[src/rtl/move_flip_controller_if.sv]
// rtl/move_flip_controller_if.sv - board RAM port bundle between the move controller and the 64-cell RAM
interface move_flip_controller_if #(
  parameter int BOARD_BITS = 3
) ();
  logic [2*BOARD_BITS-1:0] mem_addr;
  logic                    mem_we;
  logic [1:0]              mem_wdata;
  logic [1:0]              mem_rdata;

  modport master (output mem_addr, output mem_we, output mem_wdata, input mem_rdata);
  modport slave  (input mem_addr, input mem_we, input mem_wdata, output mem_rdata);
endinterface

[src/rtl/move_flip_controller.sv]
// rtl/move_flip_controller.sv - validates one Othello move, flips bracketed discs and places the mover's disc
module move_flip_controller #(
  parameter int BOARD_BITS = 3
) (
  input  logic                  clock,
  input  logic                  reset,
  input  logic                  new_move,
  input  logic                  player,
  input  logic [BOARD_BITS-1:0] move_x,
  input  logic [BOARD_BITS-1:0] move_y,
  output logic                  nm_done,
  output logic                  ack,
  output logic [5:0]            flip_count,
  move_flip_controller_if.master bus
);
  localparam int CW = BOARD_BITS + 1;
  localparam logic signed [CW-1:0] MAXC = CW'((1 << BOARD_BITS) - 1);

  typedef enum logic [3:0] {
    IDLE, RD_ORG, CHK_ORG, DIR_INIT, SCAN_RD, SCAN_CHK,
    FLIP, NEXT_DIR, PLACE, FINISH, RELEASE
  } state_t;

  state_t                 state;
  logic                   player_q;
  logic signed [CW-1:0]   ox, oy, cx, cy;
  logic [2:0]             dir;
  logic [BOARD_BITS-1:0]  run_cnt;

  function automatic logic signed [CW-1:0] step_x(input logic [2:0] d);
    case (d)
      3'd1, 3'd2, 3'd3: step_x = CW'(1);
      3'd5, 3'd6, 3'd7: step_x = {CW{1'b1}};
      default:          step_x = '0;
    endcase
  endfunction

  function automatic logic signed [CW-1:0] step_y(input logic [2:0] d);
    case (d)
      3'd0, 3'd1, 3'd7: step_y = {CW{1'b1}};
      3'd3, 3'd4, 3'd5: step_y = CW'(1);
      default:          step_y = '0;
    endcase
  endfunction

  // A wrapped +1 past the edge lands on a negative value, so the sign bit catches it too.
  function automatic logic off_board(input logic signed [CW-1:0] x, input logic signed [CW-1:0] y);
    off_board = x[CW-1] || y[CW-1] || (x > MAXC) || (y > MAXC);
  endfunction

  function automatic logic [2*BOARD_BITS-1:0] addr_of(input logic signed [CW-1:0] x,
                                                      input logic signed [CW-1:0] y);
    addr_of = {y[BOARD_BITS-1:0], x[BOARD_BITS-1:0]};
  endfunction

  logic signed [CW-1:0] sx, sy, ix, iy, nx, ny;
  logic [1:0]           own, opp;

  assign sx  = step_x(dir);
  assign sy  = step_y(dir);
  assign ix  = ox + sx;
  assign iy  = oy + sy;
  assign nx  = cx + sx;
  assign ny  = cy + sy;
  assign own = {player_q, ~player_q};
  assign opp = {~player_q, player_q};

  // Memory outputs are loaded on the edge entering a state, so each state presents its own address.
  always_ff @(posedge clock or negedge reset) begin
    if (!reset) begin
      state         <= IDLE;
      bus.mem_addr  <= '0;
      bus.mem_we    <= 1'b0;
      bus.mem_wdata <= 2'b00;
      nm_done       <= 1'b0;
      ack           <= 1'b0;
      flip_count    <= '0;
      player_q      <= 1'b0;
      ox            <= '0;
      oy            <= '0;
      cx            <= '0;
      cy            <= '0;
      dir           <= '0;
      run_cnt       <= '0;
    end else begin
      nm_done <= 1'b0;
      case (state)
        IDLE: begin
          if (new_move) begin
            player_q     <= player;
            ox           <= {1'b0, move_x};
            oy           <= {1'b0, move_y};
            flip_count   <= '0;
            run_cnt      <= '0;
            ack          <= 1'b0;
            bus.mem_addr <= {move_y, move_x};
            state        <= RD_ORG;
          end
        end
        RD_ORG: state <= CHK_ORG;
        CHK_ORG: begin
          if (bus.mem_rdata != 2'b00) begin
            ack     <= 1'b0;
            nm_done <= 1'b1;
            state   <= FINISH;
          end else begin
            dir   <= '0;
            state <= DIR_INIT;
          end
        end
        DIR_INIT: begin
          cx      <= ix;
          cy      <= iy;
          run_cnt <= '0;
          if (off_board(ix, iy)) begin
            state <= NEXT_DIR;
          end else begin
            bus.mem_addr <= addr_of(ix, iy);
            state        <= SCAN_RD;
          end
        end
        SCAN_RD: state <= SCAN_CHK;
        SCAN_CHK: begin
          if (bus.mem_rdata == opp) begin
            run_cnt <= run_cnt + BOARD_BITS'(1);
            cx      <= nx;
            cy      <= ny;
            if (off_board(nx, ny)) begin
              state <= NEXT_DIR;
            end else begin
              bus.mem_addr <= addr_of(nx, ny);
              state        <= SCAN_RD;
            end
          end else if (bus.mem_rdata == own && run_cnt != '0) begin
            cx            <= ix;
            cy            <= iy;
            bus.mem_addr  <= addr_of(ix, iy);
            bus.mem_we    <= 1'b1;
            bus.mem_wdata <= own;
            state         <= FLIP;
          end else begin
            state <= NEXT_DIR;
          end
        end
        FLIP: begin
          flip_count <= flip_count + 6'd1;
          cx         <= nx;
          cy         <= ny;
          run_cnt    <= run_cnt - BOARD_BITS'(1);
          if (run_cnt == BOARD_BITS'(1)) begin
            bus.mem_we <= 1'b0;
            state      <= NEXT_DIR;
          end else begin
            bus.mem_addr <= addr_of(nx, ny);
          end
        end
        NEXT_DIR: begin
          if (dir != 3'd7) begin
            dir   <= dir + 3'd1;
            state <= DIR_INIT;
          end else if (flip_count != '0) begin
            bus.mem_addr  <= addr_of(ox, oy);
            bus.mem_we    <= 1'b1;
            bus.mem_wdata <= own;
            state         <= PLACE;
          end else begin
            ack     <= 1'b0;
            nm_done <= 1'b1;
            state   <= FINISH;
          end
        end
        PLACE: begin
          bus.mem_we <= 1'b0;
          ack        <= 1'b1;
          nm_done    <= 1'b1;
          state      <= FINISH;
        end
        FINISH:  state <= RELEASE;
        RELEASE: if (!new_move) state <= IDLE;
        default: state <= IDLE;
      endcase
    end
  end
endmodule

[src/flat_wrapper.sv]
// flat-port wrapper written by rule: the top's interface ports become plain ports
module move_flip_controller_flat 
#(
  parameter int BOARD_BITS = 3
)
  (clock, reset, new_move, player, move_x, move_y, nm_done, ack, flip_count, bus_mem_addr, bus_mem_we, bus_mem_wdata, bus_mem_rdata);
  move_flip_controller_if #(.BOARD_BITS(BOARD_BITS)) bus_i ();
  input  logic clock;
  input  logic reset;
  input  logic new_move;
  input  logic player;
  input  logic [BOARD_BITS-1:0] move_x;
  input  logic [BOARD_BITS-1:0] move_y;
  output logic nm_done;
  output logic ack;
  output logic [5:0] flip_count;
  output wire logic [$bits(bus_i.mem_addr)-1:0] bus_mem_addr;
  output wire logic [$bits(bus_i.mem_we)-1:0] bus_mem_we;
  output wire logic [$bits(bus_i.mem_wdata)-1:0] bus_mem_wdata;
  input wire logic [$bits(bus_i.mem_rdata)-1:0] bus_mem_rdata;
  assign bus_mem_addr = bus_i.mem_addr;
  assign bus_mem_we = bus_i.mem_we;
  assign bus_mem_wdata = bus_i.mem_wdata;
  assign bus_i.mem_rdata = bus_mem_rdata;
  move_flip_controller #(.BOARD_BITS(BOARD_BITS)) u_core (.clock(clock), .reset(reset), .new_move(new_move), .player(player), .move_x(move_x), .move_y(move_y), .nm_done(nm_done), .ack(ack), .flip_count(flip_count), .bus(bus_i));
endmodule
[config.mk]
export PLATFORM = sky130hd
export DESIGN_NAME = move_flip_controller_flat
export DESIGN_NICKNAME = d
export VERILOG_FILES = /design/src/rtl/move_flip_controller_if.sv /design/src/rtl/move_flip_controller.sv /design/src/flat_wrapper.sv
export SDC_FILE = /design/constraint.sdc
export NUM_CORES = 1
export LEC_CHECK = 0
export ABC_AREA = 1
export BUFFER_PORTS_ARGS = -buffer_cell sky130_fd_sc_hd__buf_4
export CORE_MARGIN = 5
export CORE_UTILIZATION = 40
export CTS_CLUSTER_SIZE = 20
export DETAILED_ROUTE_END_ITERATION = 7
export REMOVE_ABC_BUFFERS = 1
export SETUP_SLACK_MARGIN = 0.4
export SLEW_MARGIN = 20
export SYNTH_ARGS = -nofsm -noshare
export SYNTH_HDL_FRONTEND = slang
export SYNTH_SLANG_ARGS = --single-unit
[constraint.sdc]
create_clock -name clock -period 3.8 [get_ports clock]
set_input_delay 0.76 -clock clock [delete_from_list [all_inputs] [get_ports clock]]
set_output_delay 0.76 -clock clock [all_outputs]
set_load 0.02 [all_outputs]
==> impl_metrics.env, run 1 <==
export IMPL_cts_root_buffer_cell="clkbuf_8"
export IMPL_synth_area_leaders="dfrtp_1, nand2_1, ha_1"
export IMPL_first_pass_grt_wire_length_mm=13.10
export IMPL_timing_max_cap_violations=0
export IMPL_first_global_vias=2707
export IMPL_post_synth_cell_area_avg_sq_um=7.538
export IMPL_layout_filler_cells=756
export IMPL_routabilityCongestion=0.9110
export IMPL_post_cts_resized_instances=0
export IMPL_outcome="completed"
export IMPL_floorplan_die_width_microns=97.47
export IMPL_drt_first_pass_iters=4
export IMPL_drt_vias_per_instance=5.105
export IMPL_synth_cell_area_sq_mm=0.003060
export IMPL_layout_commonest_cell="nand2_1"
export IMPL_detail_route_antenna_nets=0
export IMPL_cts_inserted_buffers=5
export IMPL_endpoints_failing_setup=0
export IMPL_tritoncts_num_sinks=42
export IMPL_wl_mm=7.734
export IMPL_cp_data_arrival_time_ns=3.15
export IMPL_globalRouteTotalUtil_pct=16.92
export IMPL_drc_errors=0
export IMPL_layoutNonFillerInstCount=541
export IMPL_ioPinCount=29
export IMPL_fp_coreArea_sq_mm=0.007370
export IMPL_netlist_area_leader_share_pct=34.34
export IMPL_antennaDiodeCount=0
export IMPL_clock_latency_ns=0.30
export IMPL_ctsHtreeMaxLevel=2
export IMPL_cts_max_path_buffers=2
export IMPL_dr_first_iter_drc_count=219
export IMPL_post_cts_hold_buffer_count=0
export IMPL_clk_pin_slew_ns=0.09
export IMPL_synth_seq_cells=42
export IMPL_timing_final_hold_violations=0
export IMPL_initial_antenna_violation_count=0
export IMPL_place_detailed_hpwl_mm=5.988
export IMPL_placed_cells_incl_taps=533
export IMPL_drive_above_1_share_pct=12.90
export IMPL_timing_worst_slew_pin_value_ns=0.5759
export IMPL_slew_violations=0
export IMPL_layout_common_cells="nand2_1, inv_1, dfrtp_1"
export IMPL_yosysWarningCount=0
export IMPL_chipHeight_microns=97.47
export IMPL_effective_utilization_at_floorplan_pct=41.53
export IMPL_power_leakage_nw=1.812
export IMPL_floorplan_die_area_sq_mm=0.009500
export IMPL_cp_start_kind="register"
export IMPL_final_setup_tns_ns=0
export IMPL_setup_worst_path_class="reg -> reg"
export IMPL_ir_drop_mv=0.3300
export IMPL_critPathMaxFanout=8
export IMPL_netlist_top_cell_by_area="dfrtp_1"
export IMPL_postPlaceCellArea_sq_mm=0.003401
export IMPL_period_needed_ns=2.953
export IMPL_final_nets=482
export IMPL_required_arrival_time_at_the_worst_endpoint_ns=3.99
export IMPL_grt_ovfl_total=0
export IMPL_max_slew_margin_rel_pct=61.61
export IMPL_min_path_type="in -> async"
export IMPL_detailroute_via_count=2762
export IMPL_clock_fmax_mhz=338.6
export IMPL_postCtsSetupBuffers=0
export IMPL_max_clock_skew_ns=0.008407
export IMPL_portBuffers=28
export IMPL_regArea_sq_mm=0.001051
export IMPL_grt_start_max_net_pins=43
export IMPL_netlist_instances=406
export IMPL_routedWlPerCell_microns=14.30
export IMPL_yosysSeqAreaShare_pct=34.34
export IMPL_std_cell_rows=31
export IMPL_areaGrowthSynthToFinish_pct=14.23
export IMPL_powerDensity_mw_per_mm2=930.4
export IMPL_final_design_area_no_fill_sq_mm=0.003496
export IMPL_multiInputGateArea_sq_mm=0.001789
export IMPL_ys_types=35
export IMPL_tritoncts="done"
export IMPL_period_share_pct=77.72
export IMPL_grt_setup_unrepaired="false"
export IMPL_worst_setup_path_end_kind="register"
==> power breakdown <==
part / switching [mW] / internal, mW
logic: 1.37 / 0.757
clock network: 0.167 / 0.146
registers: 0.160 / 0.650
==> per-layer routing <==
metal / track usage, % / share of wire, % / up-vias
li1: - / - / 1407
met2: 26.83 / 46 / 56
met4: 5.431 / 1.4 / 0
met5: 0 / 0 / -
met3: 2.872 / 3.9 / 11
met1: 23.44 / 49 / 1288
==> final cells by class <==
cell class	instances	area share, %
clock buffers	6	2.362
clock inverters	2	0.3579
inverters	55	6.049
multi-input cells	307	51.18
flip-flops and latches	42	30.06
well taps	99	3.543
repair buffers	30	6.442
==> cell usage after synthesis (all sizes together) <==
| master | count |
|---|---|
| a21oi | 18 |
| a22o | 1 |
| a22oi | 4 |
| a31oi | 1 |
| buf | 1 |
| clkbuf | 1 |
| dfrtp | 42 |
| fa | 4 |
| ha | 25 |
| inv | 55 |
| nand2 | 127 |
| nand3 | 39 |
| nand3b | 2 |
| nand4 | 9 |
| nor2 | 38 |
| nor3 | 1 |
| o2111ai | 1 |
| o211ai | 6 |
| o21ai | 22 |
| o22ai | 3 |
| o31ai | 2 |
| xnor2 | 1 |
| xor2 | 3 |
==> logic make-up (layout without fill, tap and decap cells) <==
logic type	Yosys count	count (layout)	share of synthesized area, %
compound gates	58	58	11.45
xor+xnor	4	4	1.145
fa+ha+maj	29	29	12.84
buf+inv	57	93	7.195
flops	42	42	34.34
simple gates	216	216	33.03
==> registers in the layout, indices dropped and copies added (netlist names) <==
name,count
u_core.state,4
u_core.bus.mem_wdata,2
u_core.cx,4
u_core.dir,3
u_core.bus.mem_addr,6
u_core.nm_done,1
u_core.player_q,1
u_core.run_cnt,3
u_core.ox,3
u_core.ack,1
u_core.bus.mem_we,1
u_core.flip_count,6
u_core.cy,4
u_core.oy,3
==> final timing paths <==
kind	startpoint	endpoint	slack, ns	depth (start not counted)
worst max-delay path	u_core.dir[0]$_DFFE_PN0P_	u_core.bus.mem_addr[2]$_DFFE_PN0P_	0.85	17
max in group asynchronous	reset	u_core.cy[3]$_DFFE_PN0P_	2.95	1
min in group clock	u_core.bus.mem_addr[2]$_DFFE_PN0P_	u_core.bus.mem_addr[2]$_DFFE_PN0P_	0.48	2
worst min-delay path	reset	u_core.flip_count[2]$_DFFE_PN0P_	0.45	1
worst min register to register	u_core.bus.mem_addr[2]$_DFFE_PN0P_	u_core.bus.mem_addr[2]$_DFFE_PN0P_	0.48	2
worst max register to register	u_core.dir[0]$_DFFE_PN0P_	u_core.bus.mem_addr[2]$_DFFE_PN0P_	0.85	17
==> critical path, stage by stage, from the launching register on <==
cell	delay, ns
dfrtp_1	0.43
ha_1	0.22
ha_1	0.19
inv_1	0.17
nand3_1	0.34
ha_1	0.45
nand2_1	0.10
nand2_1	0.05
nor2_1	0.09
nand2_1	0.06
nand2_1	0.08
nand2_1	0.10
nand2_1	0.07
nand2_1	0.10
nor2_4	0.19
nand2_4	0.09
nand2_1	0.07
nand2_1	0.05
==> stage by stage <==
stage	hold WS (ns)	power, mW	util, %	setup WS, ns
after floorplan	0.4594	2.343	-	1.241
after global placement	0.4613	2.919	46.15	0.9109
after detailed placement	0.4693	2.940	46.15	0.8458
after CTS	0.4698	3.272	47.44	0.8264
after global routing	0.4934	3.602	47.44	0.5266
final	0.4501	3.252	47.44	0.8468
Power figures use the tool's default switching activity.
==> inputs of run 2 (changes only) <==
- clock period: 3.8 -> 2.91 ns (I/O delays scaled with it)
==> run 2 against run 1 <==
Compared with the run above: total power rose by 52%; sequential share of layout area shrank 3.0 points; utilization is 5.3 points higher; largest cell class unchanged; combinational power increased by 60%; wire length up 5.5%; count of clock-buffer cells in the layout did not move; hold slack worse by 0.19 ns.
==> impl_metrics.env, run 2 (synthesis gave the netlist of run 1 again) <==
export IMPL_globalRouteTotalUtil_pct=17.54
export IMPL_timing_max_cap_violations=0
export IMPL_layout_commonest_cell="nand2_1"
export IMPL_worst_path_buf_inv=3
export IMPL_worst_setup_path_end_kind="register"
export IMPL_fp_coreArea_sq_mm=0.007370
export IMPL_switchingPower_mw=2.531
export IMPL_place_detailed_hpwl_mm=6.038
export IMPL_drive_above_1_share_pct=25.61
export IMPL_floorplan_die_area_sq_mm=0.009500
export IMPL_ctsHtreeMaxLevel=2
export IMPL_cts_inserted_buffers=5
export IMPL_detailroute_via_count=2880
export IMPL_power_report_internal_total_mw=2.426
export IMPL_min_path_type="in -> async"
export IMPL_grt_start_max_net_pins=43
export IMPL_cp_data_arrival_time_ns=2.61
export IMPL_routabilityCongestion=0.9097
export IMPL_portBuffers=28
export IMPL_drc_errors=0
export IMPL_power_sequential_fraction_pct=21.9
export IMPL_final_setup_tns_ns=0
export IMPL_wl_mm=8.160
export IMPL_crit_path_cell_trace="ha_2 > ha_4 > inv_6 > nand3_4 > nand2_4 > inv_8 > ha_4 > nand3_4 > inv_2 > nor2_1 > nand2_1 > nand2_1 > nand2_2 > nand2_2 > nand2_4 > nor2_4 > nand2_4 > nand2_1 > nand2_1"
export IMPL_cts_root_buffer_cell="clkbuf_8"
export IMPL_ir_drop_mv=0.5606
export IMPL_cts_max_path_buffers=2
export IMPL_fin_hold_ws_ns=0.2601
export IMPL_path_delay_family="simple AND/OR/NAND/NOR gates"
export IMPL_endpoints_failing_setup=0
export IMPL_areaGrowthSynthToFinish_pct=26.90
export IMPL_number_of_cell_instances_on_the_worst_register_to_register_path=19
export IMPL_biggest_cell_delay_along_the_critical_path_ns=0.40
export IMPL_cp_start_kind="register"
export IMPL_tritoncts="done"
export IMPL_drt_first_pass_iters=6
export IMPL_period_share_pct=82.97
export IMPL_reg2reg_to="u_core.bus.mem_addr[2]$_DFFE_PN0P_"
export IMPL_clock_fmax_mhz=414.2
export IMPL_final_core_utilization_pct=52.70
export IMPL_effective_utilization_at_floorplan_pct=41.53
export IMPL_comb_power_share_pct=68.5
export IMPL_first_global_vias=2809
export IMPL_routedWlPerCell_microns=14.78
export IMPL_path_common_cell="nand2_1"
export IMPL_detail_route_antenna_nets=0
export IMPL_crit_slowest_cell="dfrtp_1"
export IMPL_ff2ff_setup_slack_ns=0.50
export IMPL_crit_reg2reg_launch="u_core.dir[1]$_DFFE_PN0P_"
export IMPL_antennaDiodeCount=0
export IMPL_chipHeight_microns=97.47
export IMPL_critical_path_depth=19
export IMPL_timing_final_hold_violations=0
export IMPL_p_sw_share_pct=51.06
export IMPL_dr_first_iter_drc_count=206
export IMPL_critPathMaxFanout=7
export IMPL_power_leakage_nw=1.910
export IMPL_slew_violations=0
export IMPL_powerDensity_mw_per_mm2=1276
export IMPL_max_clock_skew_ns=0.005017
export IMPL_required_arrival_time_at_the_worst_endpoint_ns=3.11
export IMPL_ioPinCount=29
export IMPL_grt_setup_unrepaired="true"
export IMPL_largest_registers="u_core.bus.mem_addr: 6 flops, u_core.flip_count: 6 flops"
export IMPL_period_needed_ns=2.415
export IMPL_outcome="completed"
export IMPL_clk_pin_slew_ns=0.09
export IMPL_max_slew_margin_rel_pct=62.59
export IMPL_first_pass_grt_wire_length_mm=13.72
export IMPL_clock_latency_ns=0.30
export IMPL_tritoncts_num_sinks=42
export IMPL_timing_worst_slew_pin_value_ns=0.5611
export IMPL_drt_vias_per_instance=5.217
export IMPL_grt_ovfl_total=0
export IMPL_floorplan_die_width_microns=97.47
export IMPL_layout_common_cells="nand2_1, inv_1, dfrtp_1"
export IMPL_std_cell_rows=31
export IMPL_post_cts_hold_buffer_count=0
export IMPL_final_nets=493
export IMPL_setup_worst_path_class="reg -> reg"
export IMPL_clock_power_share_pct=9.6
export IMPL_initial_antenna_violation_count=0
## run 2: cell types whose count changed in the layout (fill, tap and decap cells not counted), sizes merged
cell / before / now
bufinv: 0 / 1
clkinv: 1 / 0
buf: 30 / 41
## run 2: through the flow
step / total power, mW / std cells / area, sq um / setup slack, ns
6_report: 4.956 / 552 / 3884 / 0.4954
5_1_grt: 5.450 / 552 / 3884 / 0.3549
4_1_cts: 4.530 / 546 / 3623 / 0.3951
3_5_place_dp: 3.879 / 534 / 3408 / 0.01545
3_3_place_gp: 3.838 / 534 / 3408 / 0.1363
2_1_floorplan: 3.060 / 404 / 3052 / 0.3510
## run 2: worst max path at each step
stage,startpoint,slack [ns],end
6_report,u_core.dir[1]$_DFFE_PN0P_,0.50,u_core.bus.mem_addr[2]$_DFFE_PN0P_
5_1_grt,u_core.dir[1]$_DFFE_PN0P_,0.35,u_core.bus.mem_addr[3]$_DFFE_PN0P_
4_1_cts,u_core.dir[0]$_DFFE_PN0P_,0.40,u_core.bus.mem_addr[2]$_DFFE_PN0P_
3_5_place_dp,u_core.dir[0]$_DFFE_PN0P_,0.02,u_core.bus.mem_addr[2]$_DFFE_PN0P_
3_3_place_gp,u_core.dir[0]$_DFFE_PN0P_,0.14,u_core.bus.mem_addr[1]$_DFFE_PN0P_
2_1_floorplan,u_core.dir[0]$_DFFE_PN0P_,0.35,u_core.bus.mem_addr[0]$_DFFE_PN0P_
## run 2: layout make-up
type	instances	area, sq um
fill	711	3486
sequential	42	1051
inverter	55	229.0
tap	99	123.9
clock inverter	2	37.54
multi-input combinational	307	2051
timing repair buffer	41	319.1
clock buffer	6	72.57
## run 2: timing repair
action                     4_1_cts  5_1_grt
buffers inserted                 4        6
setup endpoints to repair       10        8
pin swaps                        3       29
resized for setup               17       52
## run 2: layer usage
| layer | vias up | track usage [%] | part of all wire [%] |
|---|---|---|---|
| met5 | - | 0 | 0 |
| met4 | 0 | 4.473 | 1.4 |
| met3 | 12 | 2.728 | 5.1 |
| met2 | 85 | 28.57 | 47 |
| met1 | 1360 | 24.31 | 47 |
| li1 | 1423 | - | - |
## run 2: power by group through the flow
| stage | Sequential [mW] | Combinational (mW) | Clock (mW) |
|---|---|---|---|
| 4_1_cts | 1.06 | 2.98 | 0.489 |
| 2_1_floorplan | 1.13 | 1.93 | 0 |
| 3_3_place_gp | 1.07 | 2.77 | 0 |
| 5_1_grt | 1.12 | 3.81 | 0.518 |
| 6_report | 1.08 | 3.40 | 0.478 |
| 3_5_place_dp | 1.07 | 2.81 | 0 |
==> inputs of run 3 (changes only) <==
- ABC_AREA: 1 -> 0
- clock period: 2.91 -> 2.17 ns (I/O delays scaled with it)
==> run 3 against run 2 <==
Compared with the run above: the run now ends with negative setup slack left; final area grew 15%; sequential share of layout area shrank 3.5 points; critical path depth shrank 5; sequential cell count is the same.
==> impl_metrics.env, run 3 <==
export IMPL_grt_setup_unrepaired="true"
export IMPL_ff2ff_setup_slack_ns=-0.94
export IMPL_yosysSeqAreaShare_pct=34.94
export IMPL_worst_setup_path_end_kind="register"
export IMPL_first_global_vias=2882
export IMPL_drt_vias_per_instance=5.307
export IMPL_netlist_instances=333
export IMPL_failed_checks="negative setup slack"
export IMPL_cp_endpoint="u_core.bus.mem_addr[5]$_DFFE_PN0P_"
export IMPL_yosysWarningCount=0
export IMPL_timing_final_hold_violations=0
export IMPL_drive_above_1_share_pct=42.47
export IMPL_layout_commonest_cell="buf_4"
export IMPL_dr_first_iter_drc_count=99
export IMPL_netlist_area_leader_share_pct=34.94
export IMPL_chipHeight_microns=96.72
export IMPL_ctsHtreeMaxLevel=2
export IMPL_dominantRegCellSynth="dfrtp_1"
export IMPL_netlist_top_cell_by_area="dfrtp_1"
export IMPL_drt_first_pass_iters=4
export IMPL_synth_enable_flop_cells=0
export IMPL_synth_area_leaders="dfrtp_1, ha_1, nand2_1"
export IMPL_post_cts_hold_buffer_count=0
export IMPL_cts_max_path_buffers=2
export IMPL_largest_family_of_logic_cells_by_synthesized_area="simple AND/OR/NAND/NOR gates"
export IMPL_clock_fmax_mhz=321.3
export IMPL_areaGrowthSynthToFinish_pct=48.54
export IMPL_clock_latency_ns=0.30
export IMPL_drc_errors=0
export IMPL_reg2reg_to="u_core.bus.mem_addr[5]$_DFFE_PN0P_"
export IMPL_post_synth_cell_area_avg_sq_um=9.033
export IMPL_grt_ovfl_total=0
export IMPL_clk_pin_slew_ns=0.09
export IMPL_floorplan_die_width_microns=96.72
export IMPL_library_cell_with_the_highest_instance_count_after_synthesis="nand2_1"
export IMPL_tritoncts="done"
export IMPL_first_pass_grt_wire_length_mm=14.16
export IMPL_ir_drop_mv=0.7026
export IMPL_final_nets=485
export IMPL_min_path_type="in -> async"
export IMPL_tritoncts_num_sinks=42
export IMPL_crit_reg2reg_launch="u_core.dir[1]$_DFFE_PN0P_"
export IMPL_ys_types=55
export IMPL_cts_inserted_buffers=5
export IMPL_required_arrival_time_at_the_worst_endpoint_ns=2.36
export IMPL_place_worst_setup_slack_ns=-1.135
export IMPL_detailroute_via_count=2887
export IMPL_initial_antenna_violation_count=0
export IMPL_share_of_synthesized_cell_area_in_and_or_nand_and_nor_gates_pct=19.43
export IMPL_synth_cell_area_sq_mm=0.003008
export IMPL_period_needed_ns=3.112
export IMPL_layoutNonFillerInstCount=544
export IMPL_effective_utilization_at_floorplan_pct=41.25
export IMPL_fp_coreArea_sq_mm=0.007292
export IMPL_wl_mm=8.741
export IMPL_cp_start_kind="register"
export IMPL_max_slew_margin_rel_pct=59.83
export IMPL_cp_data_arrival_time_ns=3.30
export IMPL_outcome="finished with violations"
export IMPL_path_common_cell="or3_4"
export IMPL_globalRouteTotalUtil_pct=18.28
export IMPL_detail_route_antenna_nets=0
export IMPL_slew_violations=0
export IMPL_critPathMaxFanout=6
export IMPL_crit_slowest_cell="dfrtp_1"
export IMPL_startpoint="u_core.dir[1]$_DFFE_PN0P_"
export IMPL_ioPinCount=29
export IMPL_cts_root_buffer_cell="clkbuf_8"
export IMPL_multiplexer_share_of_the_synthesized_area_pct=6.032
export IMPL_fraction_of_the_mapped_netlist_area_in_adder_cells_pct=13.06
export IMPL_floorplan_die_area_sq_mm=0.009354
export IMPL_synth_seq_cells=42
export IMPL_timing_max_cap_violations=0
export IMPL_power_leakage_nw=2.065
export IMPL_synthesized_area_fraction_occupied_by_ao_oa_aoi_and_oai_cells_pct=18.72
export IMPL_most_instantiated_cells_after_synthesis="nand2_1, dfrtp_1, nor2_1, o21ai_0, ha_1"
export IMPL_layout_common_cells="buf_4, nand2_1, dfrtp_1"
export IMPL_antennaDiodeCount=0
export IMPL_synth_async_reset_ratio_pct=100.0
export IMPL_endpoints_failing_setup=14
export IMPL_std_cell_rows=31
export IMPL_fin_hold_ws_ns=0.1192
export IMPL_number_of_cell_instances_on_the_worst_register_to_register_path=14
export IMPL_routabilityCongestion=0.9110
export IMPL_final_setup_slack_of_the_worst_path_ns=-0.9421
export IMPL_period_share_pct=143.4
export IMPL_crit_path_cell_trace="buf_4 > inv_2 > ha_2 > nor3_1 > or3_4 > inv_4 > ha_4 > a21o_1 > or3_4 > and3_4 > o31a_1 > nor3_4 > buf_12 > mux2_4"
export IMPL_routedWlPerCell_microns=16.07
export IMPL_portBuffers=28
export IMPL_placed_cells_incl_taps=504
export IMPL_place_detailed_hpwl_mm=5.893
export IMPL_biggest_cell_delay_along_the_critical_path_ns=0.40
export IMPL_largest_registers="u_core.bus.mem_addr: 6 flops, u_core.flip_count: 6 flops"
export IMPL_grt_start_max_net_pins=43
export IMPL_powerDensity_mw_per_mm2=1395
export IMPL_timing_worst_slew_pin_value_ns=0.6025
export IMPL_max_clock_skew_ns=0.005656
export IMPL_setup_worst_path_class="reg -> reg"
export IMPL_post_synth_xor_area_fraction_pct=3.702
-- run 3: cell count changes after synthesis, sizes merged, moves of 7 or more --
cell | before | now
mux2 | 0 | 7
a221oi | 0 | 8
nand2 | 127 | 50
inv | 55 | 17
a21o | 0 | 7
nand3 | 39 | 10
nand4 | 9 | 1
nor3 | 1 | 8
nor2 | 38 | 26
mux2i | 0 | 8
-- run 3: worst max-delay path, delay by kind of cell (launching register included) --
| family | cells | cell delay, ns |
|---|---|---|
| buffers and inverters | 4 | 0.44 |
| adders and majority gates | 2 | 0.37 |
| muxes | 1 | 0.30 |
| DFF | 1 | 0.40 |
| AOI/OAI and AO/OA | 2 | 0.42 |
| and+or+nand+nor | 5 | 1.07 |
-- run 3: report_power, final --
group / switching [mW] / leakage (nW) / total, mW / internal (mW)
Combinational: 2.03 / 1.48 / 4.23 / 2.20
Clock: 0.293 / 0.0514 / 0.637 / 0.344
Sequential: 0.287 / 0.536 / 1.37 / 1.08
Total: 2.61 / 2.07 / 6.23 / 3.62
-- run 3: worst min-delay path by stage --
| stage | endpoint | slack (ns) | start |
|---|---|---|---|
| after floorplan | u_core.ack$_DFFE_PN0P_ | 0.14 | reset |
| after global placement | u_core.bus.mem_wdata[1]$_DFFE_PN0P_ | 0.47 | reset |
| after detailed placement | u_core.bus.mem_wdata[0]$_DFFE_PN0P_ | 0.47 | reset |
| after CTS | u_core.run_cnt[0]$_DFFE_PN0P_ | 0.15 | reset |
| after global routing | u_core.bus.mem_wdata[0]$_DFFE_PN0P_ | 0.16 | reset |
| final | u_core.bus.mem_wdata[0]$_DFFE_PN0P_ | 0.12 | reset |
-- run 3: cell families (layout without fill, tap and decap cells) --
group | Yosys count | count (layout)
muxes | 15 | 15
DFF | 42 | 42
AOI/OAI and AO/OA | 85 | 85
xor gates and xnor gates | 11 | 11
and+or+nand+nor | 121 | 121
adders and majority gates | 29 | 29
buffers and inverters | 30 | 142
-- run 3: per-layer routing --
layer	up-vias	share of wire (%)	wire length, microns	track usage (%)
met4	0	1.9	165	5.616
met2	67	52	4517	31.16
met5	-	0	0	0
li1	1409	-	-	-
met3	14	4.0	352	3.237
met1	1397	42	3707	23.54
-- run 3: cell type report --
class | instances | area, sq um
multi-input cells | 261 | 2123
clock inverters | 2 | 37.54
clock buffers | 6 | 72.57
repair buffers | 117 | 985.9
fillers | 629 | 2824
well taps | 99 | 123.9
inverters | 17 | 71.32
flip-flops and latches | 42 | 1054
-- run 3: through the flow --
stage / TNS, ns / utilization (%) / instance area [sq um] / power (mW)
floorplan: -11.37 / - / 2948 / 3.288
global placement: -9.818 / 51.05 / 3722 / 4.666
detailed placement: -10.48 / 51.05 / 3722 / 4.723
CTS: -8.579 / 57.55 / 4197 / 5.903
global route: -10.46 / 61.27 / 4468 / 6.707
finish: -8.749 / 61.27 / 4468 / 6.234
-- run 3: timing repair --
item                       CTS  global route
setup endpoints to repair   33            24
setup buffers               16            15
gates resized for setup     63            39
cloned                       0             1
pin swaps                   28            16
